## config.mk

```make
export PLATFORM = sky130hd
export DESIGN_NAME = ppfifo_checker_sink
export DESIGN_NICKNAME = d
export VERILOG_FILES = /design/src/rtl/ppfifo_checker_sink.sv
export SDC_FILE = /design/constraint.sdc
export NUM_CORES = 1
export LEC_CHECK = 0
export CORE_UTILIZATION = 35
export CTS_CLUSTER_SIZE = 14
export DETAILED_ROUTE_END_ITERATION = 7
export PLACE_DENSITY = 0.65
export SETUP_SLACK_MARGIN = 0.3
export SLEW_MARGIN = 20
export SYNTH_ARGS = -nofsm -noshare
export SYNTH_HDL_FRONTEND = slang
export SYNTH_SLANG_ARGS = --single-unit
```

## constraint.sdc

```tcl
create_clock -name clk -period 3.1 [get_ports clk]
set_input_delay 0.62 -clock clk [delete_from_list [all_inputs] [get_ports clk]]
set_output_delay 0.62 -clock clk [all_outputs]
set_load 0.01 [all_outputs]
```

## src/rtl/ppfifo_checker_sink.sv

```systemverilog
// Ping-pong FIFO write-port responder: offers two buffers, accepts bursts,
// models the drain back to empty and checks an incrementing data pattern.
module ppfifo_checker_sink #(
  parameter int unsigned BUFFER_DEPTH  = 2048,
  parameter int unsigned DRAIN_LATENCY = 4,
  parameter logic [31:0] START_VALUE   = 32'h0
) (
  input  logic        clk,
  input  logic        rst,
  input  logic        enable,
  input  logic        clear,
  output logic [1:0]  ready,
  input  logic [1:0]  activate,
  output logic [23:0] size,
  input  logic [31:0] data,
  input  logic        strobe,
  output logic [31:0] total_count,
  output logic [23:0] last_xfer_count,
  output logic        data_error,
  output logic [15:0] mismatch_count,
  output logic [31:0] first_expected,
  output logic [31:0] first_actual,
  output logic        protocol_error,
  output logic        busy
);

  localparam int unsigned SW = 24;
  localparam int unsigned DW = 32;
  localparam int unsigned MW = 16;
  localparam int unsigned CW = $clog2(DRAIN_LATENCY + 1);

  typedef enum logic [1:0] {ST_EMPTY, ST_OWNED, ST_DRAIN} buf_state_e;

  buf_state_e       state_q [2];
  buf_state_e       state_d [2];
  logic [CW-1:0]    drain_q [2];
  logic [CW-1:0]    drain_d [2];
  logic [SW-1:0]    wcnt_q  [2];
  logic [SW-1:0]    wcnt_d  [2];

  logic [1:0]       ready_q, ready_d;
  logic [1:0]       act_prev_q, act_prev_d;
  logic [DW-1:0]    expected_q, expected_d;
  logic [DW-1:0]    total_q, total_d;
  logic [SW-1:0]    last_q, last_d;
  logic             data_error_q, data_error_d;
  logic [MW-1:0]    mismatch_q, mismatch_d;
  logic [DW-1:0]    first_exp_q, first_exp_d;
  logic [DW-1:0]    first_act_q, first_act_d;
  logic             proto_q, proto_d;

  logic [1:0]       own_act;
  logic             both_act;
  logic             one_owner;
  logic             sel;
  logic             sel_full;
  logic             accept;
  logic             viol;

  // Buffer FSMs, word acceptance, pattern check and handshake checks
  always_comb begin
    state_d      = state_q;
    drain_d      = drain_q;
    wcnt_d       = wcnt_q;
    ready_d      = ready_q;
    act_prev_d   = activate;
    expected_d   = expected_q;
    total_d      = total_q;
    last_d       = last_q;
    data_error_d = data_error_q;
    mismatch_d   = mismatch_q;
    first_exp_d  = first_exp_q;
    first_act_d  = first_act_q;
    proto_d      = proto_q;

    for (int i = 0; i < 2; i++) begin
      own_act[i] = (state_q[i] == ST_OWNED) && activate[i];
    end
    both_act  = (activate == 2'b11);
    one_owner = (own_act == 2'b01) || (own_act == 2'b10);
    sel       = own_act[1];
    sel_full  = (wcnt_q[sel] >= SW'(BUFFER_DEPTH));
    accept    = strobe && one_owner && !both_act && !sel_full && !clear;
    viol      = both_act || (strobe && (!one_owner || sel_full)) ||
                (|(activate & ~act_prev_q & ~ready_q));

    for (int i = 0; i < 2; i++) begin
      case (state_q[i])
        ST_EMPTY: begin
          if (activate[i] && ready_q[i] && !both_act) begin
            state_d[i] = ST_OWNED;
            wcnt_d[i]  = '0;
          end
        end
        ST_OWNED: begin
          if (!activate[i]) begin
            state_d[i] = ST_DRAIN;
            drain_d[i] = CW'(DRAIN_LATENCY);
            last_d     = wcnt_q[i];
          end
        end
        ST_DRAIN: begin
          if (drain_q[i] == CW'(1)) state_d[i] = ST_EMPTY;
          else                      drain_d[i] = drain_q[i] - CW'(1);
        end
        default: state_d[i] = ST_EMPTY;
      endcase
      if (accept && (sel == 1'(i))) wcnt_d[i] = wcnt_q[i] + SW'(1);
      ready_d[i] = (state_d[i] == ST_EMPTY) && enable;
    end

    if (accept) begin
      expected_d = expected_q + DW'(1);
      total_d    = total_q + DW'(1);
      if (data != expected_q) begin
        data_error_d = 1'b1;
        if (mismatch_q != '1) mismatch_d = mismatch_q + MW'(1);
        if (mismatch_q == '0) begin
          first_exp_d = expected_q;
          first_act_d = data;
        end
      end
    end
    if (viol) proto_d = 1'b1;

    // Clear dominates everything except the buffer state machines
    if (clear) begin
      expected_d   = START_VALUE;
      total_d      = '0;
      last_d       = '0;
      data_error_d = 1'b0;
      mismatch_d   = '0;
      first_exp_d  = '0;
      first_act_d  = '0;
      proto_d      = 1'b0;
    end
  end

  always_ff @(posedge clk or negedge rst) begin
    if (!rst) begin
      for (int i = 0; i < 2; i++) begin
        state_q[i] <= ST_EMPTY;
        drain_q[i] <= '0;
        wcnt_q[i]  <= '0;
      end
      ready_q      <= '0;
      act_prev_q   <= '0;
      expected_q   <= START_VALUE;
      total_q      <= '0;
      last_q       <= '0;
      data_error_q <= 1'b0;
      mismatch_q   <= '0;
      first_exp_q  <= '0;
      first_act_q  <= '0;
      proto_q      <= 1'b0;
    end else begin
      state_q      <= state_d;
      drain_q      <= drain_d;
      wcnt_q       <= wcnt_d;
      ready_q      <= ready_d;
      act_prev_q   <= act_prev_d;
      expected_q   <= expected_d;
      total_q      <= total_d;
      last_q       <= last_d;
      data_error_q <= data_error_d;
      mismatch_q   <= mismatch_d;
      first_exp_q  <= first_exp_d;
      first_act_q  <= first_act_d;
      proto_q      <= proto_d;
    end
  end

  assign ready           = ready_q;
  assign size            = SW'(BUFFER_DEPTH);
  assign total_count     = total_q;
  assign last_xfer_count = last_q;
  assign data_error      = data_error_q;
  assign mismatch_count  = mismatch_q;
  assign first_expected  = first_exp_q;
  assign first_actual    = first_act_q;
  assign protocol_error  = proto_q;
  assign busy            = (state_q[0] != ST_EMPTY) || (state_q[1] != ST_EMPTY);

endmodule

```

==> metrics.yaml, run 1 <==
drt-initial-drc-count: 475
relSlewSlack_pct: 47.53
ir_drop_mv: 0.4527
post_cts_resized: 0
synth-compound-area-share_pct: 10.91
maxCapViolations: 0
insertion_delay_ns: 0.53
ys_types: 67
synth_top_family_by_area: "simple AND/OR/NAND/NOR gates"
cts_buffers: 27
drt-pass1-iter-count: 5
synth_fa_ha_area_share_pct: 1.111
grt_pass1_vias: 8653
cts_hold_buf: 0
hold_violations: 0
r2r_start: "expected_q[12]"
end_kind: "flop"
total_power_mw: 7.620
worstPathRequired_ns: 3.56
io_buffer_count: 179
n_antenna_cell: 0
fin_crit_sh_pct: 86.94
fin_util_pct: 46.17
post_drt_wl_per_cell_um: 17.61
clockBufferDepth: 3
synth_warnings: 0
die_area_mm2: 0.03290
synth_xor_area_share_pct: 7.233
synthTopCellsByArea: "dfrtp_1 (52%), a22o_1 (5.1%), xnor2_1 (4.1%), nor2_1 (3.8%), xor2_1 (3.1%)"
io_pins: 204
cts_root_buf: "clkbuf_16"
tightest_slew_ns: 0.7870
coreArea_mm2: 0.03164
hp-class: "input pin to asynchronous set/reset pin"
path_max_fanout: 13
cellLeakagePower_nw: 6.306
outcome: "finished, final reports clean"
clkSinkCount: 232
overflow: 0
syn_area_mm2: 0.01126
grt_max_degree: 94
post_drt_via_cell_ratio: 5.286
fp.dieW_um: 181.4
ys_seq_area_share_pct: 51.56
criticalPathCategory: "input pin to flop"
synth_top_area_share_pct: 51.56
dpl.hpwl_um: 20800
period_minus_slack_ns: 2.695
core.rowCount: 65
cp_data_arrival_time_ns: 3.15
final_layout_size_suffix_gt1_share_pct: 9.465
rsz0062_at_grt: "no"
gp_congestion: 0.8112
drcViolationCount: 0
synthCells: 1075
die_height_um: 181.4
h-tree-depth: 1
antenna_found_initial: 0
slew_viol_final: 0
rr_endpoint: "first_actual[17]"
detail-route-antenna-nets: 0
async_flop_share_pct: 100.0
synthMuxAreaShare_pct: 3.067
cp-start-kind: "input pin"
setup_viol: 0
syn_avg_cell_area_um2: 10.48
start_util_pct: 35.59
max_freq_mhz: 371.0
synth_edf_count: 0
cts_setup_buffers: 0
syn2layout_area_growth_pct: 29.72
r2r_slack_ns: 0.48
layout.nets: 1318
grt_usage_pct: 18.13
synth-seq-cells: 232
synth_largest_area_cell: "dfrtp_1"
synth_flop_cell: "dfrtp_1"
via_count: 8939
fill_cells: 2920
ff2ff_path_depth: 8
cts.clk_slew.worst_paths_ns: 0.06
wl_um: 29780
grt_pass1_wl_um: 48370
finClkSkew_ns: 0.01107
tritoncts: "done"
power.density_mw_per_mm2: 521.7
synth-simple-area-share_pct: 21.11
## logic make-up after synthesis
kind of cell	after synthesis
compound gates	159
xor+xnor	93
fa+ha+maj	10
buf+inv	107
flops	232
mux	34
other cells	2
simple gates	438
## through the flow
stage | hold slack, ns | std cells | TNS, ns | setup slack, ns | instance area [um^2]
floorplan | 0.3244 | 1097 | 0 | 0.6513 | 11340
global placement | 0.4876 | 1642 | -2.771 | -0.05554 | 13670
detailed placement | 0.4932 | 1642 | -3.238 | -0.06668 | 13670
CTS | 0.1638 | 1691 | 0 | 0.4630 | 14610
global route | 0.1761 | 1691 | 0 | 0.3006 | 14610
finish | 0.1223 | 1691 | 0 | 0.4048 | 14610
## cells in the final DEF (no fill, tap or decap), types with 11 or more instances in the layout
cell | netlist | final
clkdlybuf4s50_1 | 0 | 177
a211oi_1 | 25 | 25
a22o_1 | 65 | 65
dfrtp_1 | 232 | 232
inv_1 | 19 | 19
o21ai_0 | 11 | 11
buf_4 | 24 | 45
nor4_1 | 31 | 31
a21oi_1 | 20 | 20
or4_1 | 12 | 12
xnor2_1 | 53 | 53
xor2_1 | 40 | 40
and3_1 | 13 | 13
nand4_1 | 32 | 32
nor2_1 | 113 | 113
nand3_1 | 44 | 44
nand2_1 | 70 | 70
and2_1 | 29 | 29
nor3_1 | 29 | 29
clkbuf_16 | 0 | 27
o31ai_1 | 11 | 11
conb_1 | 2 | 24
mux2i_1 | 30 | 30
## Yosys cell counts, drive strengths merged (5+ instances only)
master / number
buf: 50
nand3b: 11
nand4: 35
a22o: 65
and4: 5
nand3: 44
o31ai: 11
xor2: 40
mux2i: 30
nor4b: 9
nor3: 31
inv: 19
nor2: 113
a21oi: 20
ha: 10
or3: 8
nor4: 34
dfrtp: 232
nand2: 70
or4: 12
o21ai: 18
xnor2: 53
clkbuf: 38
and2: 29
or2: 6
a211oi: 25
and3: 13
## power breakdown
part           switching, mW  total (mW)  internal (mW)
clock                   1.25        3.31           2.06
sequential             0.108        3.28           3.17
combinational          0.579        1.04          0.456
## sequential cells by signal, summed over array words and instances (netlist names)
register / flops
wcnt_q: 48
expected_q: 32
first_actual: 32
first_expected: 32
total_count: 32
last_xfer_count: 24
mismatch_count: 16
drain_q: 6
state_q: 4
act_prev_q: 2
ready: 2
data_error: 1
protocol_error: 1
## area by class of cell
cell class                      count  area, um^2  area share, %
Clock inverter                      8       121.4         0.8308
Sequential cell                   232        5806          39.74
Multi-Input combinational cell    758        5004          34.25
Clock buffer                       41       818.3          5.602
Inverter                           19       71.32         0.4882
Tap cell                          402       503.0          3.443
Timing Repair Buffer              231        2285          15.64
## layer usage
layer | wire length (um) | share of wire, % | global-route usage (%) | vias to the layer above
met4 | 627 | 2.1 | 4.847 | 0
met2 | 13490 | 45 | 28.32 | 248
li1 | - | - | - | 4186
met3 | 1503 | 5.0 | 2.507 | 47
met5 | 0 | 0 | 0 | -
met1 | 14160 | 48 | 26.31 | 4458
## worst max-delay path by stage
stage | startpoint | end | slack, ns | cells past startpoint
2_1_floorplan | activate[1] | wcnt_q[5] | 0.65 | 9
3_3_place_gp | data[12] | mismatch_count[13] | -0.06 | 9
3_5_place_dp | data[12] | first_actual[17] | -0.07 | 9
4_1_cts | data[12] | first_actual[17] | 0.46 | 9
5_1_grt | expected_q[10] | expected_q[26] | 0.30 | 6
6_report | data[12] | first_actual[17] | 0.40 | 9
## worst max-delay path, stage by stage
cell             delay, ns
clkdlybuf4s50_1       0.47
xor2_1                0.17
nor4_1                0.59
nand4_1               0.17
buf_4                 0.18
nor3_4                0.27
o21bai_4              0.25
buf_4                 0.25
a22o_1                0.16
Power figures use the tool's default switching activity.
==> run 2: changes to the inputs <==
- CORE_MARGIN: not set -> 3
- SLEW_MARGIN: 20 -> 10
==> metrics.yaml, run 2 (synthesized netlist as in run 1, its figures left out) <==
outcome: "finished, final reports clean"
worstPathRequired_ns: 3.50
coreArea_mm2: 0.03164
die_height_um: 185.4
grt_pass1_wl_um: 48100
cts_buffers: 27
post_cts_resized: 0
h-tree-depth: 1
start_util_pct: 35.59
gp_congestion: 0.7891
fill_cells: 2919
slowest_delay_ns: 0.66
cts.clk_slew.worst_paths_ns: 0.06
regArea_mm2: 0.005806
overflow: 0
cellLeakagePower_nw: 6.250
tightest_slew_ns: 0.7139
gr-max-usage-layer: "met2"
rsz0062_at_grt: "no"
die_area_mm2: 0.03436
end_kind: "flop"
path_max_fanout: 35
criticalPathCategory: "input pin to flop"
insertion_delay_ns: 0.52
antenna_found_initial: 0
slew_viol_final: 0
cts_setup_buffers: 0
design_area_mm2: 0.01450
post_drt_via_cell_ratio: 5.275
tritoncts: "done"
syn2layout_area_growth_pct: 28.80
place_inst: 1640
post_drt_wl_per_cell_um: 18.05
detail-route-antenna-nets: 0
layout_common_cells: "dfrtp_1 (232), clkdlybuf4s50_1 (177), nor2_1 (113), nand2_1 (70), a22o_1 (65)"
total_power_mw: 7.313
cts_root_buf: "clkbuf_16"
rr_endpoint: "first_actual[13]"
period_minus_slack_ns: 2.676
slowest_stage: "nor4_1"
fin_crit_sh_pct: 86.33
core.rowCount: 65
cp_data_arrival_time_ns: 3.07
wl_um: 30410
grt_pass1_vias: 8720
drt-pass1-iter-count: 5
drcViolationCount: 0
regMostFlops: "wcnt_q"
max_freq_mhz: 373.6
layout_commonest_cell: "dfrtp_1"
met1_usage_pct: 25.35
crit_chain: "clkdlybuf4s50_1, xor2_1, nor4_1, nand4_1, buf_4, nor3_4, buf_4, nor3_4, buf_12, a22o_1"
setup_viol: 0
fin_cells: 1685
startpoint: "data[13]"
power.density_mw_per_mm2: 504.2
place_area_mm2: 0.01367
layout.nets: 1316
dpl.hpwl_um: 21150
clockBufferDepth: 3
r2r_slack_ns: 0.47
final_layout_size_suffix_gt1_share_pct: 9.119
met2_usage_pct: 27.36
io_pins: 204
multi_input_comb_area_mm2: 0.005004
grt_max_degree: 86
via_count: 8888
maxCapViolations: 0
hold_violations: 0
r2r_start: "expected_q[13]"
finClkSkew_ns: 0.01013
cp-start-kind: "input pin"
clkSinkCount: 232
ir_drop_mv: 0.3514
grt_usage_pct: 17.28
fp.dieW_um: 185.4
drt-initial-drc-count: 599
ff2ff_path_depth: 9
io_buffer_count: 179
largest_reg_flops: 48
relSlewSlack_pct: 51.97
timing.critical_path.to: "first_actual[13]"
cts_hold_buf: 0
n_antenna_cell: 0
grt.met3_usage_pct: 2.553
hp-class: "input pin to asynchronous set/reset pin"
## run 2: changes by cell type in the layout (fill, tap and decap cells not counted)
cell       delta
clkbuf_1      -1
inv_8         -1
clkinv_4      +2
buf_12        +1
buf_4         -3
clkbuf_8      -1
bufinv_16     -3
## run 2: final cells by class
type	instances	share of cell area, %
Sequential cell	232	40.03
Multi-Input combinational cell	758	34.50
Timing Repair Buffer	229	15.74
Clock buffer	39	5.521
Tap cell	402	3.468
Inverter	19	0.4917
Clock inverter	6	0.2588
## run 2: how the worst min path moves through the flow
stage / startpoint / to / slack, ns / cells past startpoint
floorplan: rst / act_prev_q[0] / 0.32 / 0
detailed placement: first_expected[6] / first_expected[6] / 0.49 / 1
finish: rst / last_xfer_count[2] / 0.03 / 1
CTS: rst / last_xfer_count[3] / 0.03 / 1
global route: rst / last_xfer_count[2] / 0.05 / 1
global placement: first_actual[10] / first_actual[10] / 0.49 / 1
## run 2: worst max-delay path: cells and delay by family
family	cells	cell delay (ns)
buffers and inverters	4	0.96
AND/OR/NAND/NOR	4	1.11
XOR/XNOR	1	0.17
AO/OA/AOI/OAI	1	0.20
## run 2: per-stage QoR
step	hold WS (ns)	setup slack [ns]	utilization [%]	setup TNS (ns)
final	0.03006	0.4236	45.85	0
after global routing	0.04951	0.3220	45.85	0
after floorplan	0.3244	0.6513	-	0
after CTS	0.03171	0.4489	45.85	0
after detailed placement	0.4907	-0.08229	43.20	-4.979
after global placement	0.4877	-0.1005	43.20	-6.409
## run 2: per-layer routing
| metal | share of wire [%] | routed length [um] |
|---|---|---|
| met5 | 0 | 0 |
| met4 | 1.4 | 415 |
| met3 | 6.1 | 1851 |
| met2 | 46 | 14010 |
| met1 | 46 | 14140 |
## run 2: report_power, final
group          internal (mW)  switching (mW)
Combinational          0.456           0.588
Clock                   1.77            1.21
Sequential              3.17           0.114
==> run 3: changes to the inputs <==
- CTS_CLUSTER_SIZE: 14 -> 12
==> results of run 3 <==
The final DEF is identical to that of run 2; final timing and power are the same.
